**src/rtl/mem_access.sv**
```systemverilog
// Load/store unit for the memory stage: aligns store data into byte lanes, waits for
// the memory handshake, and extracts and extends load data into the writeback result.
module mem_access_lane #(
  parameter int LANE = 0
) (
  input  logic [1:0]  size,
  input  logic [1:0]  lo,
  input  logic        is_st,
  input  logic [31:0] wdata,
  output logic        we,
  output logic [7:0]  wbyte
);
  localparam logic [1:0] LID = 2'(LANE);

  always_comb begin
    we    = 1'b0;
    wbyte = wdata[7:0];
    if (size[1]) begin
      we    = is_st;
      wbyte = wdata[8*LANE +: 8];
    end else if (size[0]) begin
      we    = is_st & (lo[1] == LID[1]);
      wbyte = wdata[8*(LANE%2) +: 8];
    end else begin
      we    = is_st & (lo == LID);
    end
  end
endmodule

module mem_access #(
  parameter int ADDR_W = 30
) (
  input  logic              clk,
  input  logic              rstn,
  input  logic              enabled,
  input  logic              is_load,
  input  logic              is_store,
  input  logic [1:0]        size,
  input  logic              is_unsigned,
  input  logic [31:0]       alu_result,
  input  logic [31:0]       wdata,
  output logic              mem_req,
  output logic [3:0]        mem_we,
  output logic [ADDR_W-1:0] mem_addr,
  output logic [31:0]       mem_wdata,
  input  logic              mem_ack,
  input  logic [31:0]       mem_rdata,
  output logic              completed,
  output logic [31:0]       result,
  output logic              misaligned
);
  localparam int NUM_LANES = 4;

  typedef enum logic [1:0] {IDLE, WAIT, DONE} state_t;
  state_t state, state_nxt;

  logic                          is_st, is_mem, mis;
  logic [NUM_LANES-1:0]          lane_we;
  logic [NUM_LANES-1:0][7:0]     lane_wdata;
  logic                          op_ld, op_uns;
  logic [1:0]                    op_size, op_lo;
  logic [7:0]                    rd_byte;
  logic [15:0]                   rd_half;
  logic [31:0]                   load_val;

  // A request with both is_load and is_store set is handled as a load.
  assign is_st  = is_store & ~is_load;
  assign is_mem = is_load | is_store;
  assign mis    = ((size == 2'd1) & alu_result[0]) | (size[1] & (|alu_result[1:0]));

  genvar g;
  generate
    for (g = 0; g < NUM_LANES; g++) begin : g_lane
      mem_access_lane #(.LANE(g)) u_lane (
        .size  (size),
        .lo    (alu_result[1:0]),
        .is_st (is_st),
        .wdata (wdata),
        .we    (lane_we[g]),
        .wbyte (lane_wdata[g])
      );
    end
  endgenerate

  always_comb begin
    rd_byte = mem_rdata[{op_lo, 3'b000} +: 8];
    rd_half = op_lo[1] ? mem_rdata[31:16] : mem_rdata[15:0];
    case (op_size)
      2'd0:    load_val = {{24{~op_uns & rd_byte[7]}}, rd_byte};
      2'd1:    load_val = {{16{~op_uns & rd_half[15]}}, rd_half};
      default: load_val = mem_rdata;
    endcase
  end

  always_ff @(posedge clk or negedge rstn) begin
    if (!rstn) state <= IDLE;
    else       state <= state_nxt;
  end

  always_comb begin
    state_nxt = state;
    mem_req   = 1'b0;
    completed = 1'b0;
    case (state)
      IDLE: if (enabled) state_nxt = (is_mem & ~mis) ? WAIT : DONE;
      WAIT: begin
        mem_req = 1'b1;
        if (mem_ack) state_nxt = DONE;
      end
      DONE: begin
        completed = 1'b1;
        state_nxt = IDLE;
      end
      default: state_nxt = IDLE;
    endcase
  end

  // Request fields are frozen at capture so they stay stable for the whole WAIT.
  always_ff @(posedge clk or negedge rstn) begin
    if (!rstn) begin
      op_ld      <= 1'b0;
      op_uns     <= 1'b0;
      op_size    <= 2'd0;
      op_lo      <= 2'd0;
      mem_we     <= 4'd0;
      mem_addr   <= '0;
      mem_wdata  <= 32'd0;
      result     <= 32'd0;
      misaligned <= 1'b0;
    end else begin
      case (state)
        IDLE: if (enabled) begin
          op_ld      <= is_load;
          op_uns     <= is_unsigned;
          op_size    <= size;
          op_lo      <= alu_result[1:0];
          misaligned <= is_mem & mis;
          if (!is_mem)  result <= alu_result;
          else if (mis) result <= 32'd0;
          if (is_mem & ~mis) begin
            mem_addr  <= alu_result[ADDR_W+1:2];
            mem_we    <= lane_we;
            mem_wdata <= lane_wdata;
          end
        end
        WAIT: if (mem_ack) begin
          mem_we <= 4'd0;
          result <= op_ld ? load_val : 32'd0;
        end
        default: ;
      endcase
    end
  end
endmodule

```
**config.mk**
```make
export PLATFORM = sky130hd
export DESIGN_NAME = mem_access
export DESIGN_NICKNAME = d
export VERILOG_FILES = /design/src/rtl/mem_access.sv
export SDC_FILE = /design/constraint.sdc
export NUM_CORES = 1
export LEC_CHECK = 0
export CAP_MARGIN = 5
export CORE_MARGIN = 2
export CORE_UTILIZATION = 35
export DETAILED_ROUTE_END_ITERATION = 12
export HOLD_SLACK_MARGIN = 0.12
export PLACE_DENSITY = 0.73
export SYNTH_ARGS = -nofsm -noshare
export SYNTH_HDL_FRONTEND = slang
export SYNTH_SLANG_ARGS = --single-unit
```
**constraint.sdc**
```tcl
create_clock -name clk -period 2.9 [get_ports clk]
set_clock_uncertainty 0.05 [all_clocks]
set_input_delay 0.29 -clock clk [delete_from_list [all_inputs] [get_ports clk]]
set_output_delay 0.29 -clock clk [all_outputs]
set_load 0.01 [all_outputs]
```
==> results.cfg <==
[place]
hpwl_um = 12400
io_buffers = 205
gp_congestion = 0.841
placed_cells = 854

[min_path]
hold_path.class = reg2reg

[power_and_ir_drop]
p_per_area_nw_per_um2 = 828
p_leak_nw = 3.35
max-vdd-ir-drop_v = 0.000331

[clock_tree]
cts_tree = built
clockBufferDepth = 2
clkLatencyLatePin_ps = 350
numCtsBuffers = 9
clock_sinks = 107
cts_root_buffer = clkbuf_16
clk_pin_slew_worst_paths_ps = 80
h-tree-depth = 3

[final_layout]
nFillCells = 1341
final_cell_mix = clkdlybuf4s50_1, dfrtp_1, nand2_1
final_util_pct = 52.3
n_antenna_cell = 0
layout_commonest_cell = clkdlybuf4s50_1
final_cells = 871
final_layout_size_suffix_gt1_share_pct = 12.7
fin_nets = 783
seq_area_um2 = 2680
syn_to_final_growth_pct = 46.7
multiInputGateArea_um2 = 2460

[logic_synthesis]
yosysWarnings = 0
netlist_area_um2 = 5400
synth_top_cell_by_area = dfrtp_1
ys_seq_elements = 107
syn_area_per_cell_um2 = 11.1
synth_area_leaders = dfrtp_1, mux2_4, mux2i_1
ys_seq_area_share_pct = 49.6
yosysUniqueCellTypes = 40
synth_top_area_share_pct = 49.6
synth_cells = 488
syn_nets = 593

[detailed_routing]
drt_iter0_drc = 248
postRouteAntennaNets = 0
drtPass1Iterations = 5
vias = 4702
avgViaCountPerCell = 5.40
drc = 0
wl_per_cell_um = 19.1
wl_um = 16700

[sta]
max_freq_ghz = 0.469
min_period_over_period_pct = 73.5
fin_crit_ps = 2130
worst_slew_pin_slew_ps = 969
hold_violations = 0
setup_viol = 0
drv_slew = 0
grt_setup_unrepaired = false
tns_ps = 0
relSlewSlack_pct = 35.2

[critical_path]
criticalPathCategory = reg2reg
crit_family = simple AND/OR/NAND/NOR gates
path_buf_inv = 0
critPathMaxStageDelay_ps = 560
worstPathRequired_ps = 3110
arrival_ps = 2340
cpMaxStageDelayCell = nand3_1
start_kind = flip-flop
cp-end-kind = flip-flop
crit_chain = and2b_1 > and2_1 > nand3_1 > a31oi_1
critPathMaxFanout = 16

[grt]
grt_use_total_pct = 20.3
grt_start_max_net_pins = 63
grt_pass1_vias = 4854
antenna_found_initial = 0
grt_pass1_wl_um = 26000
globalRouteOverflowTotal = 0

[floorplan]
die_y_um = 128
fp-row-count = 45
core_um2 = 15100
ios = 206
die_area_um2 = 16400
die_x_um = 128
initial_core_util_pct = 35.7

[job]
drv_cap = 0

[status]
status = completed
metal layers:
| layer | routed length (um) | up-vias | track usage [%] |
|---|---|---|---|
| met2 | 7830 | 222 | 33.1 |
| li1 | - | 2155 | - |
| met3 | 1700 | 25 | 7.72 |
| met1 | 6800 | 2300 | 24.9 |
| met4 | 323 | 0 | 6.46 |
| met5 | 0 | - | 0 |
flip-flops by register name, indices dropped and copies added, names as in the netlist:
register,count
op_ld,1
result,32
op_size,2
misaligned,1
op_lo,2
mem_we,4
mem_wdata,32
mem_addr,30
state,2
op_uns,1
metrics by stage:
step | instance area (um2) | setup slack, ps | hold slack, ps | total power [mW]
floorplan | 5400 | 1090 | -55.6 | 3.71
global placement | 7610 | 596 | 271 | 5.23
detailed placement | 7610 | 521 | 289 | 5.31
CTS | 7920 | 770 | 442 | 6.62
global route | 7920 | 601 | 471 | 6.94
finish | 7920 | 768 | 434 | 6.56
cell type report:
type / instances / share of cell area (%)
inverter: 15 / 0.711
timing repair buffer: 218 / 27.6
sequential: 107 / 33.8
clock inverter: 6 / 0.932
tap: 188 / 2.97
clock buffer: 10 / 2.89
multi-input combinational: 327 / 31.1
cell usage after synthesis:
cell type and n:
a21oi_1 26, a221o_1 7, a22oi_1 16, a31oi_1 25, a31oi_4 1, and2_1 1
and2b_1 1, and3_1 1, and3b_1 1, buf_1 2, buf_2 12, buf_4 3
buf_6 4, clkbuf_1 18, dfrtp_1 107, inv_1 14, inv_2 1, mux2_1 7
mux2_2 20, mux2_4 31, mux2i_1 32, nand2_1 39, nand2b_1 11, nand3_1 1
nand4_1 1, nand4b_4 1, nor2_1 11, nor2_2 2, nor2b_1 4, nor3_1 28
nor3b_1 2, nor4b_1 7, o21ai_0 13, o21ai_1 24, o21ai_2 1, o221ai_1 8
o22a_1 1, o311ai_0 1, or2_2 2, or3b_1 1
final timing paths:
| check | start | to | slack (ps) | depth (start not counted) |
|---|---|---|---|---|
| setup reg to reg | state[1]$_DFFE_PN0P_ | result[18]$_DFFE_PN0P_ | 770 | 4 |
| hold reg to reg | mem_wdata[27]$_DFFE_PN0P_ | mem_wdata[27]$_DFFE_PN0P_ | 430 | 2 |
| min in group asynchronous | rstn | mem_addr[29]$_DFFE_PN0P_ | 440 | 2 |
| hold / removal | mem_wdata[27]$_DFFE_PN0P_ | mem_wdata[27]$_DFFE_PN0P_ | 430 | 2 |
| max in group asynchronous | rstn | mem_wdata[31]$_DFFE_PN0P_ | 1600 | 3 |
| setup / recovery | state[1]$_DFFE_PN0P_ | result[18]$_DFFE_PN0P_ | 770 | 4 |
cells by family after synthesis:
family	Yosys count	share of synthesized area (%)
and+or+nand+nor	114	11.0
buffers and inverters	54	4.79
muxes	90	20.2
DFF	107	49.6
AOI/OAI and AO/OA	123	14.4
worst min-delay path: stages (launching register included):
cell and delay [ps]:
dfrtp_1 340, nand2_1 50, o21ai_1 60
report_power, final:
part	total, mW	switching [mW]	internal, mW	leakage (nW)
Clock	1.28	0.598	0.684	0.146
Sequential	2.46	0.401	2.06	1.30
Combinational	2.82	1.14	1.68	1.91
repair_timing:
action / 4_1_cts / 5_1_grt
hold buffers: 1 / 0
resized for setup: 0 / 0
buffers inserted: 0 / 0
endpoints found under the hold margin: 45 / 0
endpoints found under the setup margin: 0 / 0
(Power assumes the default switching activity.)
